--- src/rtl/mem_unit_pkg.sv ---
// mem_unit_pkg: op encoding, FSM states, command record and decode helpers for the load/store unit.
package mem_unit_pkg;

    localparam int MU_ADDR_MAX = 64;

    typedef enum logic [3:0] {
        LOAD_BYTE          = 4'h0,
        LOAD_HALF          = 4'h1,
        LOAD_WORD          = 4'h2,
        LOAD_BYTE_UNSIGNED = 4'h4,
        LOAD_HALF_UNSIGNED = 4'h5,
        LOAD_WORD_UNSIGNED = 4'h6,
        STORE_BYTE         = 4'h8,
        STORE_HALF         = 4'h9,
        STORE_WORD         = 4'hA
    } op_t;

    typedef enum logic [1:0] {
        IDLE,
        REQ,
        WAIT,
        RESP
    } mem_state_t;

    // Store data is at most one word wide, so only 32 bits are kept.
    typedef struct packed {
        op_t                    op;
        logic [MU_ADDR_MAX-1:0] addr;
        logic [31:0]            wdata;
        logic [4:0]             rd;
    } mem_cmd_t;

    function automatic logic is_load(input op_t op);
        return op inside {LOAD_BYTE, LOAD_HALF, LOAD_WORD,
                          LOAD_BYTE_UNSIGNED, LOAD_HALF_UNSIGNED, LOAD_WORD_UNSIGNED};
    endfunction

    function automatic logic is_store(input op_t op);
        return op inside {STORE_BYTE, STORE_HALF, STORE_WORD};
    endfunction

    function automatic logic isunsigned(input op_t op);
        return op inside {LOAD_BYTE_UNSIGNED, LOAD_HALF_UNSIGNED, LOAD_WORD_UNSIGNED};
    endfunction

    function automatic logic [1:0] size_of(input op_t op);
        case (op)
            LOAD_BYTE, LOAD_BYTE_UNSIGNED, STORE_BYTE: return 2'd0;
            LOAD_HALF, LOAD_HALF_UNSIGNED, STORE_HALF: return 2'd1;
            default:                                   return 2'd2;
        endcase
    endfunction

endpackage

--- src/rtl/mem_unit_lane_extract.sv ---
// lane_extract: selects the addressed byte/half/word lane of a bus beat and sign- or zero-extends it.
module lane_extract
    import mem_unit_pkg::*;
#(
    parameter int XLEN = 32
) (
    input  logic [XLEN-1:0]            i_rdata,
    input  op_t                        i_op,
    input  logic [$clog2(XLEN/8)-1:0]  i_offset,
    output logic [XLEN-1:0]            o_data
);

    logic [XLEN-1:0] w_shift;

    always_comb begin
        w_shift = i_rdata >> {i_offset, 3'b000};
        case (size_of(i_op))
            2'd0:    o_data = isunsigned(i_op) ? XLEN'(w_shift[7:0])  : XLEN'($signed(w_shift[7:0]));
            2'd1:    o_data = isunsigned(i_op) ? XLEN'(w_shift[15:0]) : XLEN'($signed(w_shift[15:0]));
            default: o_data = isunsigned(i_op) ? XLEN'(w_shift[31:0]) : XLEN'($signed(w_shift[31:0]));
        endcase
    end

endmodule

--- src/rtl/mem_unit.sv ---
// mem_unit: one-at-a-time load/store unit between the memory pipeline stage and a valid/ready data bus.
// Build option MEM_UNIT_MISALIGN_TRAP_EN: trap misaligned half/word accesses instead of force-aligning them.
module mem_unit
    import mem_unit_pkg::*;
#(
    parameter int XLEN    = 32,
    parameter int ADDR_W  = 32,
    parameter int TIMEOUT = 255
) (
    input  logic                clk,
    input  logic                reset,
    input  logic                cmd_valid,
    output logic                cmd_ready,
    input  logic [3:0]          cmd_op,
    input  logic [ADDR_W-1:0]   cmd_addr,
    input  logic [XLEN-1:0]     cmd_wdata,
    input  logic [4:0]          cmd_rd,
    output logic                mem_req_valid,
    input  logic                mem_req_ready,
    output logic                mem_we,
    output logic [ADDR_W-1:0]   mem_addr,
    output logic [XLEN-1:0]     mem_wdata,
    output logic [XLEN/8-1:0]   mem_strb,
    input  logic                mem_rsp_valid,
    input  logic [XLEN-1:0]     mem_rdata,
    output logic                rsp_valid,
    output logic [4:0]          rsp_rd,
    output logic [XLEN-1:0]     rsp_data,
    output logic                rsp_err
);

    localparam int STRB_W = XLEN / 8;
    localparam int OFF_W  = $clog2(STRB_W);
    localparam int CNT_W  = (TIMEOUT < 2) ? 1 : $clog2(TIMEOUT);

    mem_state_t         r_state;
    mem_state_t         w_next;
    mem_cmd_t           r_cmd;
    logic [CNT_W-1:0]   r_cnt;
    logic [XLEN-1:0]    r_rsp_data;
    logic               r_rsp_err;

    op_t                w_op;
    logic               w_legal;
    logic               w_trap;
    logic               w_timeout;
    logic [ADDR_W-1:0]  w_cmd_addr;
    logic [ADDR_W-1:0]  w_addr;
    logic [OFF_W-1:0]   w_lane;
    logic [STRB_W-1:0]  w_strb;
    logic [XLEN-1:0]    w_rep;
    logic [XLEN-1:0]    w_ext;

    assign w_op    = op_t'(cmd_op);
    assign w_legal = is_load(w_op) || is_store(w_op);

`ifdef MEM_UNIT_MISALIGN_TRAP_EN
    always_comb begin
        w_cmd_addr = cmd_addr;
        w_trap     = w_legal &&
                     ((size_of(w_op) == 2'd1 && cmd_addr[0]) ||
                      (size_of(w_op) == 2'd2 && cmd_addr[1:0] != 2'b00));
    end
`else
    always_comb begin
        w_trap     = 1'b0;
        w_cmd_addr = cmd_addr;
        if (size_of(w_op) != 2'd0) w_cmd_addr[0] = 1'b0;
        if (size_of(w_op) == 2'd2) w_cmd_addr[1] = 1'b0;
    end
`endif

    generate
        if (TIMEOUT == 0) begin : g_no_timeout
            assign w_timeout = 1'b0;
        end else begin : g_timeout
            assign w_timeout = (r_cnt == CNT_W'(TIMEOUT - 1));
        end
    endgenerate

    always_ff @(posedge clk or posedge reset) begin
        if (reset) r_state <= IDLE;
        else       r_state <= w_next;
    end

    always_comb begin
        w_next        = r_state;
        cmd_ready     = 1'b0;
        mem_req_valid = 1'b0;
        rsp_valid     = 1'b0;
        case (r_state)
            IDLE: begin
                cmd_ready = 1'b1;
                if (cmd_valid) w_next = (w_legal && !w_trap) ? REQ : RESP;
            end
            REQ: begin
                mem_req_valid = 1'b1;
                if (mem_req_ready) w_next = WAIT;
            end
            WAIT: begin
                if (mem_rsp_valid || w_timeout) w_next = RESP;
            end
            RESP: begin
                rsp_valid = 1'b1;
                w_next    = IDLE;
            end
            default: w_next = IDLE;
        endcase
    end

    assign w_addr = ADDR_W'(r_cmd.addr);
    assign w_lane = w_addr[OFF_W-1:0];

    always_comb begin
        case (size_of(r_cmd.op))
            2'd0: begin
                w_strb = STRB_W'(1) << w_lane;
                w_rep  = {STRB_W{r_cmd.wdata[7:0]}};
            end
            2'd1: begin
                w_strb = STRB_W'(3) << w_lane;
                w_rep  = {(XLEN/16){r_cmd.wdata[15:0]}};
            end
            default: begin
                w_strb = STRB_W'(15) << w_lane;
                w_rep  = {(XLEN/32){r_cmd.wdata}};
            end
        endcase
    end

    // Bus-side fields are only driven while a request is presented.
    assign mem_we    = mem_req_valid && is_store(r_cmd.op);
    assign mem_addr  = mem_req_valid ? {w_addr[ADDR_W-1:OFF_W], {OFF_W{1'b0}}} : '0;
    assign mem_strb  = mem_req_valid ? w_strb : '0;
    assign mem_wdata = mem_req_valid ? w_rep  : '0;

    lane_extract #(
        .XLEN (XLEN)
    ) u_lane_extract (
        .i_rdata  (mem_rdata),
        .i_op     (r_cmd.op),
        .i_offset (w_lane),
        .o_data   (w_ext)
    );

    always_ff @(posedge clk or posedge reset) begin
        if (reset) begin
            r_cmd      <= '0;
            r_cnt      <= '0;
            r_rsp_data <= '0;
            r_rsp_err  <= 1'b0;
        end else begin
            case (r_state)
                IDLE: begin
                    if (cmd_valid) begin
                        r_cmd.op    <= w_op;
                        r_cmd.addr  <= MU_ADDR_MAX'(w_cmd_addr);
                        r_cmd.wdata <= cmd_wdata[31:0];
                        r_cmd.rd    <= cmd_rd;
                        r_rsp_data  <= w_trap ? XLEN'(cmd_addr) : '0;
                        r_rsp_err   <= !w_legal || w_trap;
                    end
                end
                REQ: r_cnt <= '0;
                WAIT: begin
                    r_cnt <= r_cnt + CNT_W'(1);
                    if (mem_rsp_valid) begin
                        r_rsp_data <= is_load(r_cmd.op) ? w_ext : '0;
                        r_rsp_err  <= 1'b0;
                    end else if (w_timeout) begin
                        r_rsp_data <= '0;
                        r_rsp_err  <= 1'b1;
                    end
                end
                default: ;
            endcase
        end
    end

    assign rsp_rd   = is_load(r_cmd.op) ? r_cmd.rd : 5'd0;
    assign rsp_data = r_rsp_data;
    assign rsp_err  = r_rsp_err;

endmodule

--- config.mk ---
export PLATFORM = sky130hd
export DESIGN_NAME = mem_unit
export DESIGN_NICKNAME = d
export VERILOG_FILES = /design/src/rtl/mem_unit_pkg.sv /design/src/rtl/mem_unit_lane_extract.sv /design/src/rtl/mem_unit.sv
export SDC_FILE = /design/constraint.sdc
export NUM_CORES = 1
export LEC_CHECK = 0
export CORE_ASPECT_RATIO = 1.4
export CORE_MARGIN = 4
export CORE_UTILIZATION = 43
export CTS_CLUSTER_DIAMETER = 200
export CTS_CLUSTER_SIZE = 14
export DETAILED_ROUTE_END_ITERATION = 8
export PLACE_DENSITY = 0.78
export SLEW_MARGIN = 30
export SYNTH_ARGS = -nofsm -noshare
export SYNTH_HDL_FRONTEND = slang
export SYNTH_SLANG_ARGS = --single-unit
--- constraint.sdc ---
create_clock -name clk -period 6.9 [get_ports clk]
set_input_delay 0.69 -clock clk [delete_from_list [all_inputs] [get_ports clk]]
set_output_delay 0.69 -clock clk [all_outputs]
set_load 0.005 [all_outputs]
Word level (Yosys, flattened, before mapping)
Cells that the tools add are included.

storage, ports and cells
  logic and storage cells = 93
  input bits = 110
  output and inout port bits = 110
  register bits after elaboration = 116

cells by class
  add/sub/neg operators = 1
  mux-type cells = 31
  shifts and indexed selects = 4
  reduce and logical (&&, ||, !) cells = 23
  equal/unequal tests = 26

operator list
  kind                                                  count
  two-way mux 32 bit                                    8
  case mux 32 bit (2 select lines)                      3
  >> shifter 32 x 5 -> 32 bit                           1
  equality test 4 x 3 -> 1 bit (second input constant)  6
  equality test 4 bit (second input constant)           6
  case mux 8 bit (2 select lines)                       1
  nonzero test 6 bit                                    2
  OR reduction 3 bit                                    4
  nonzero test 3 bit                                    3
  adder 8 x 1 -> 8 bit (second input constant)          1
  equality test 4 x 1 -> 1 bit (second input constant)  2
  equality test 4 x 2 -> 1 bit (second input constant)  2
  equality test 8 bit (second input constant)           1
  logical NOT 4 bit                                     2
  two-way mux 1 bit                                     8
  two-way mux 2 bit                                     4
  case mux 2 bit (2 select lines)                       2
  case mux 2 bit (4 select lines)                       1
  case mux 4 bit (2 select lines)                       1
  equality test 2 bit (second input constant)           3
  != test 2 bit (second input constant)                 3
  AND reduction 3 bit                                   2
  nonzero test 2 bit                                    3
  two-way mux 5 bit                                     1
  other kinds (12)                                      15

Longest topological paths before layout
  depth after elaboration = 8
  depth in mapped cells = 7
  mapped depth without buffers = 6

Modules after synthesis
A second synthesis with hierarchy kept.

unflattened totals
  cell total of the unflattened synthesis = 559
  area, all modules = 6313.6 um^2

by module, submodules not included
  module        instances  area each (um^2)  seq. area each (um^2)  cells an instance
  mem_unit      1          5471.5            2902.8                 456
  lane_extract  1          842.1             0.0                    103

Worst setup path after synthesis
OpenSTA, ideal clock, no wires.

  path kind = reg2out
  start point = reg r_cmd[102] in the netlist's numbering
  end point = out mem_wdata[22]
  data arrival time = 1.531 ns
  cell stages (with the launch flop) = 7
  slack = 4.679 ns
  path buffers = 3
  data required time = 6.210 ns
  cells stage by stage = dfrtp_1 buf_2 a21oi_1 buf_2 buf_1 nand2_1 a21boi_0

between the ends
  cells in the longest elaborated chain, start to end = 6
  elaborated cells between the ends (all ways) = 13
  those cells by class = 6 x eq/ne; 3 x mux; 4 x reduce/logical

RTL lines
  item                                                               line                text
  start: declaration                                                 mem_unit.sv:38      mem_cmd_t r_cmd;
  equality test 4 bit, or another cell as far along                  mem_unit_pkg.sv:47  case (op)
  OR reduction 3 bit                                                 mem_unit_pkg.sv:47
  case mux 2 bit (2 select lines) *                                  mem_unit_pkg.sv:47
  equality test 2 x 1 -> 1 bit or logical NOT 2 bit (tied branches)  mem_unit.sv:115     case (size_of(r_cmd.op))
  case mux 32 bit (2 select lines) *                                 mem_unit.sv:115
  two-way mux 32 bit *                                               mem_unit.sv:135     assign mem_wdata = mem_req_valid ? w_rep : '0;
  end: declaration                                                   mem_unit.sv:22      output logic [XLEN-1:0] mem_wdata,

Every way passes the cells marked *; elsewhere a longest branch is shown, timed or not.

Final worst setup path
  start point = reg r_cmd[102] in the netlist's numbering
  end point = out mem_wdata[15]

The elaborated chain is that of the path after synthesis.

==> summary.md <==
Post-CTS repair changed the size of 0 cells. Dividing total power by cell area gives a power density of 437 nW/um2. The count of final hold-check violations was 0; the number of levels in the clock H-tree was 4. Across the VDD grid, the largest voltage drop is 209 uV. The clock network burns 21.7% of the power. Starting density of the core: 44.4%.

In this run the horizontal extent of the chip is 108 um. After filler insertion, the fill cell instance count of the layout stands at 1101. The run gives 4 as the first-pass iteration count of the detailed router. The signal on the critical path passes through a21o_1, nor2_1, nand2_1, a21boi_0, clkdlybuf4s50_1. In this run the count of I/O pins placed on the die edge is 220.

In this run switching power makes up 33.8% of total power. For the max-slew violation total from the final report, the log shows 0. Synthesis instantiated 44 different standard cells from the library.

The maximum fanout along the worst path works out to 9. Synthesis produced a netlist whose cell count is 529. The total number of nets in the final design is 847. In this run the cell area measured after placement is 8290 um2.

Routability-driven placement finished with a final weighted congestion of 0.866. The top cell types in the final layout, fill and taps aside, are sky130_fd_sc_hd__clkdlybuf4s50_1, sky130_fd_sc_hd__dfrtp_1, sky130_fd_sc_hd__mux2_2. Entering global routing, the biggest net connects 92 pins. For the pin with the worst max-slew slack, the measured transition is 928 ps. Dividing the detail-routed wire length by the instance count gives 19.1 um. The top cell family by delay on the critical path was compound AO/OA/AOI/OAI gates. Sorting the synthesized cells by area gives the leading types as sky130_fd_sc_hd__dfrtp_1, sky130_fd_sc_hd__mux2_2, sky130_fd_sc_hd__and2_1, sky130_fd_sc_hd__nand2_1, sky130_fd_sc_hd__mux2i_1.

The worst hold path belongs to the class reg2reg. For the overall via count from detail_route, the log shows 4968. Primary flip-flop cell chosen by synthesis mapping: sky130_fd_sc_hd__dfrtp_1. Number of diodes: 0. The remaining design rule violation count is 0. After routing, the total negative slack on setup checks comes to 0 ps. Cells with a size suffix above 1 make up 19.5% of the layout. The endpoint required time on the critical path came out at 6210 ps. Summed over all instances, the cell type with the most area after synthesis is sky130_fd_sc_hd__dfrtp_1.

Total internal power: 0.00256 W. Setup repair after global routing left no endpoint under its margin. The tools report the number of sinks on the clock net as 116. Floorplan row count: 50. The number of violations reported at the end of detailed-routing iteration 0 is 179, and the number of buffers inserted by port buffering is 217.

Cell with the biggest individual delay on the critical path: sky130_fd_sc_hd__clkdlybuf4s50_1. The flip-flop and latch count after synthesis is 116, and the worst-case clock buffer depth is 2. In this run the biggest area consumer among cell types represents 48.4% of the synthesized area.

The Yosys step of the flow raised 0 warnings. The average instance area after synthesis was 11.3 um2. The number of antenna violations at the first check in global routing is 0. After legalization and detailed placement, the total HPWL measured 13.0 mm. Wire length of the first global-routing pass: 28.2 mm.

For the critical path arrival, the log shows 2750 ps. After clock tree synthesis, the flow added hold-fix buffers numbering 0. In the synthesized netlist the async set-or-reset flop fraction comes to 100%. Summed over all cells, the static leakage comes to 3.69 nW.

Using the TritonRoute via totals, the vias-per-cell ratio works out to 5.37. The logs give 17.7 mm for the total routed wirelength and 46.0% for the combinational group share of total power. The minimum clock period was 3440 ps.

The cell sitting at the root of the clock tree is a sky130_fd_sc_hd__clkbuf_16. The part of the Yosys area used for sequential elements was 48.4%; the area of the placeable core was 13500 um2. The worst setup path is captured at a primary output.

The floorplan step set the die height to 148 um. Global routing finished with a remaining overflow of 0. The count of buffer and inverter cells on the critical path was 1. The tools report the remaining max-slew budget at the tightest pin as 37.7%. The tools report the total setup violations reported at the end of the flow as 0. The run finished with clean final reports.

The clock slew seen by the registers of the worst setup and hold paths was 50 ps. Registers are responsible for 32.2% of the overall power. The worst setup path is launched from a register. The most common cell after layout, fill and taps aside is sky130_fd_sc_hd__clkdlybuf4s50_1.

The run gives 0 as the number of buffers inserted to repair setup after CTS. In this run the cell area of the synthesized design comes to 5990 um2. The die area is 15900 um2. The antenna violation net count after detailed routing was 0. TritonCTS built the clock tree. Between clock sinks in the finished design, the worst skew comes to 9.64 ps. The maximum operating frequency was 291 MHz.

The logs give 22.3% for the total routing usage reported by global routing and 400 ps for the clock latency at the later pin of the worst-skew pair. The area of all placed cells without fillers is 8860 um2, and the clock buffer count from CTS is 17. In this design, the stage delay of the slowest critical-path cell is 560 ps.

Compared with the post-synthesis result, the final layout area differs by 47.9%. The switching power total was 0.00131 W. The logs give 0 for the number of violations of the max-capacitance limit and 5392 for the number of global-route vias before repair. The number of enable flip-flop cells after synthesis was 0. The worst setup path is of the reg2out kind. The final critical path takes up 49.8% of the cycle.
==> registers in the layout (all words and copies together) (netlist names) <==
| register | count |
|---|---|
| r_cmd | 73 |
| r_state | 2 |
| rsp_err | 1 |
| rsp_data | 32 |
| r_cnt | 8 |
==> power by group through the flow <==
stage,clock network (W),logic [W],registers [W]
2_1_floorplan,0,0.00101,0.00116
3_3_place_gp,0,0.00174,0.00123
3_5_place_dp,0,0.00179,0.00126
4_1_cts,0.000854,0.00180,0.00125
5_1_grt,0.000888,0.00194,0.00129
6_report,0.000841,0.00178,0.00125
==> worst register-to-register path, delay by kind of cell, from the launching register on <==
kind / cells / cell delay (ps)
buffers and inverters: 1 / 90
AOI/OAI and AO/OA: 2 / 1070
DFF: 1 / 440
and+or+nand+nor: 2 / 650
adders and majority gates: 1 / 350
==> cell usage after synthesis, types with 3 or more instances <==
library cell	count
sky130_fd_sc_hd__nor3b_1	3
sky130_fd_sc_hd__o22ai_1	3
sky130_fd_sc_hd__dfrtp_1	116
sky130_fd_sc_hd__o211a_1	9
sky130_fd_sc_hd__o21ai_0	23
sky130_fd_sc_hd__a21oi_1	9
sky130_fd_sc_hd__o2bb2ai_1	8
sky130_fd_sc_hd__buf_2	6
sky130_fd_sc_hd__clkbuf_1	24
sky130_fd_sc_hd__a21boi_0	17
sky130_fd_sc_hd__nand2b_1	5
sky130_fd_sc_hd__mux2_2	88
sky130_fd_sc_hd__nand3b_1	3
sky130_fd_sc_hd__a221o_1	14
sky130_fd_sc_hd__buf_1	5
sky130_fd_sc_hd__a221o_2	10
sky130_fd_sc_hd__ha_1	6
sky130_fd_sc_hd__nor2_1	7
sky130_fd_sc_hd__nand3_1	5
sky130_fd_sc_hd__nor2b_1	3
sky130_fd_sc_hd__mux2i_1	19
sky130_fd_sc_hd__nand2_1	66
sky130_fd_sc_hd__inv_1	9
sky130_fd_sc_hd__and2_1	43
sky130_fd_sc_hd__buf_4	3
==> cell type report <==
| class | count | area [um2] | share of cell area [%] |
|---|---|---|---|
| clock buffers | 21 | 460 | 5.19 |
| repair buffers | 222 | 2210 | 25.0 |
| well taps | 182 | 228 | 2.57 |
| clock inverters | 10 | 108 | 1.21 |
| multi-input cells | 365 | 2920 | 32.9 |
| inverters | 9 | 36.3 | 0.409 |
| flip-flops and latches | 116 | 2900 | 32.8 |
==> logic make-up (layout without fill, tap and decap cells) <==
logic type / after synthesis / after routing / synth area share (%)
adders and majority gates: 6 / 6 / 1.25
DFF: 116 / 116 / 48.4
and+or+nand+nor: 145 / 145 / 12.6
buffers and inverters: 49 / 262 / 3.63
AOI/OAI and AO/OA: 102 / 102 / 13.9
other: 1 / 2 / 0.0626
xor gates and xnor gates: 3 / 3 / 0.438
muxes: 107 / 107 / 19.7
==> per-stage QoR <==
stage          power, W  util (%)  setup WS [ps]  hold WS, ps  cells
6_report        0.00387      65.6           3460          492    925
2_1_floorplan   0.00217         -           3140          471    530
3_5_place_dp    0.00304      61.3           3900          483    894
4_1_cts         0.00390      65.5           3480          494    925
3_3_place_gp    0.00298      61.2           3830          473    894
5_1_grt         0.00412      65.6           3320          509    925
==> layer usage <==
layer	GRT usage (%)	up-vias	part of all wire (%)
li1	-	2284	-
met1	24.7	2474	37
met2	40.3	189	54
met3	7.25	21	7.3
met4	6.82	0	1.8
met5	0	-	0
==> path summary, 6_finish.rpt <==
check / slack, ps / depth (start not counted) / to / startpoint
setup / recovery: 3460 / 5 / mem_wdata[15] / r_cmd[102]$_DFFE_PP0P_
hold / removal: 490 / 1 / rsp_data[7]$_DFFE_PP0P_ / rsp_data[7]$_DFFE_PP0P_
setup reg to reg: 4230 / 6 / rsp_data[19]$_DFFE_PP0P_ / r_state[0]$_DFFE_PP0P_
hold reg to reg: 490 / 1 / rsp_data[7]$_DFFE_PP0P_ / rsp_data[7]$_DFFE_PP0P_
max in group asynchronous: 5150 / 3 / r_cmd[38]$_DFFE_PP0P_ / reset
min in group asynchronous: 610 / 2 / r_cnt[7]$_DFFE_PP0P_ / reset
(Power assumes the default switching activity.)
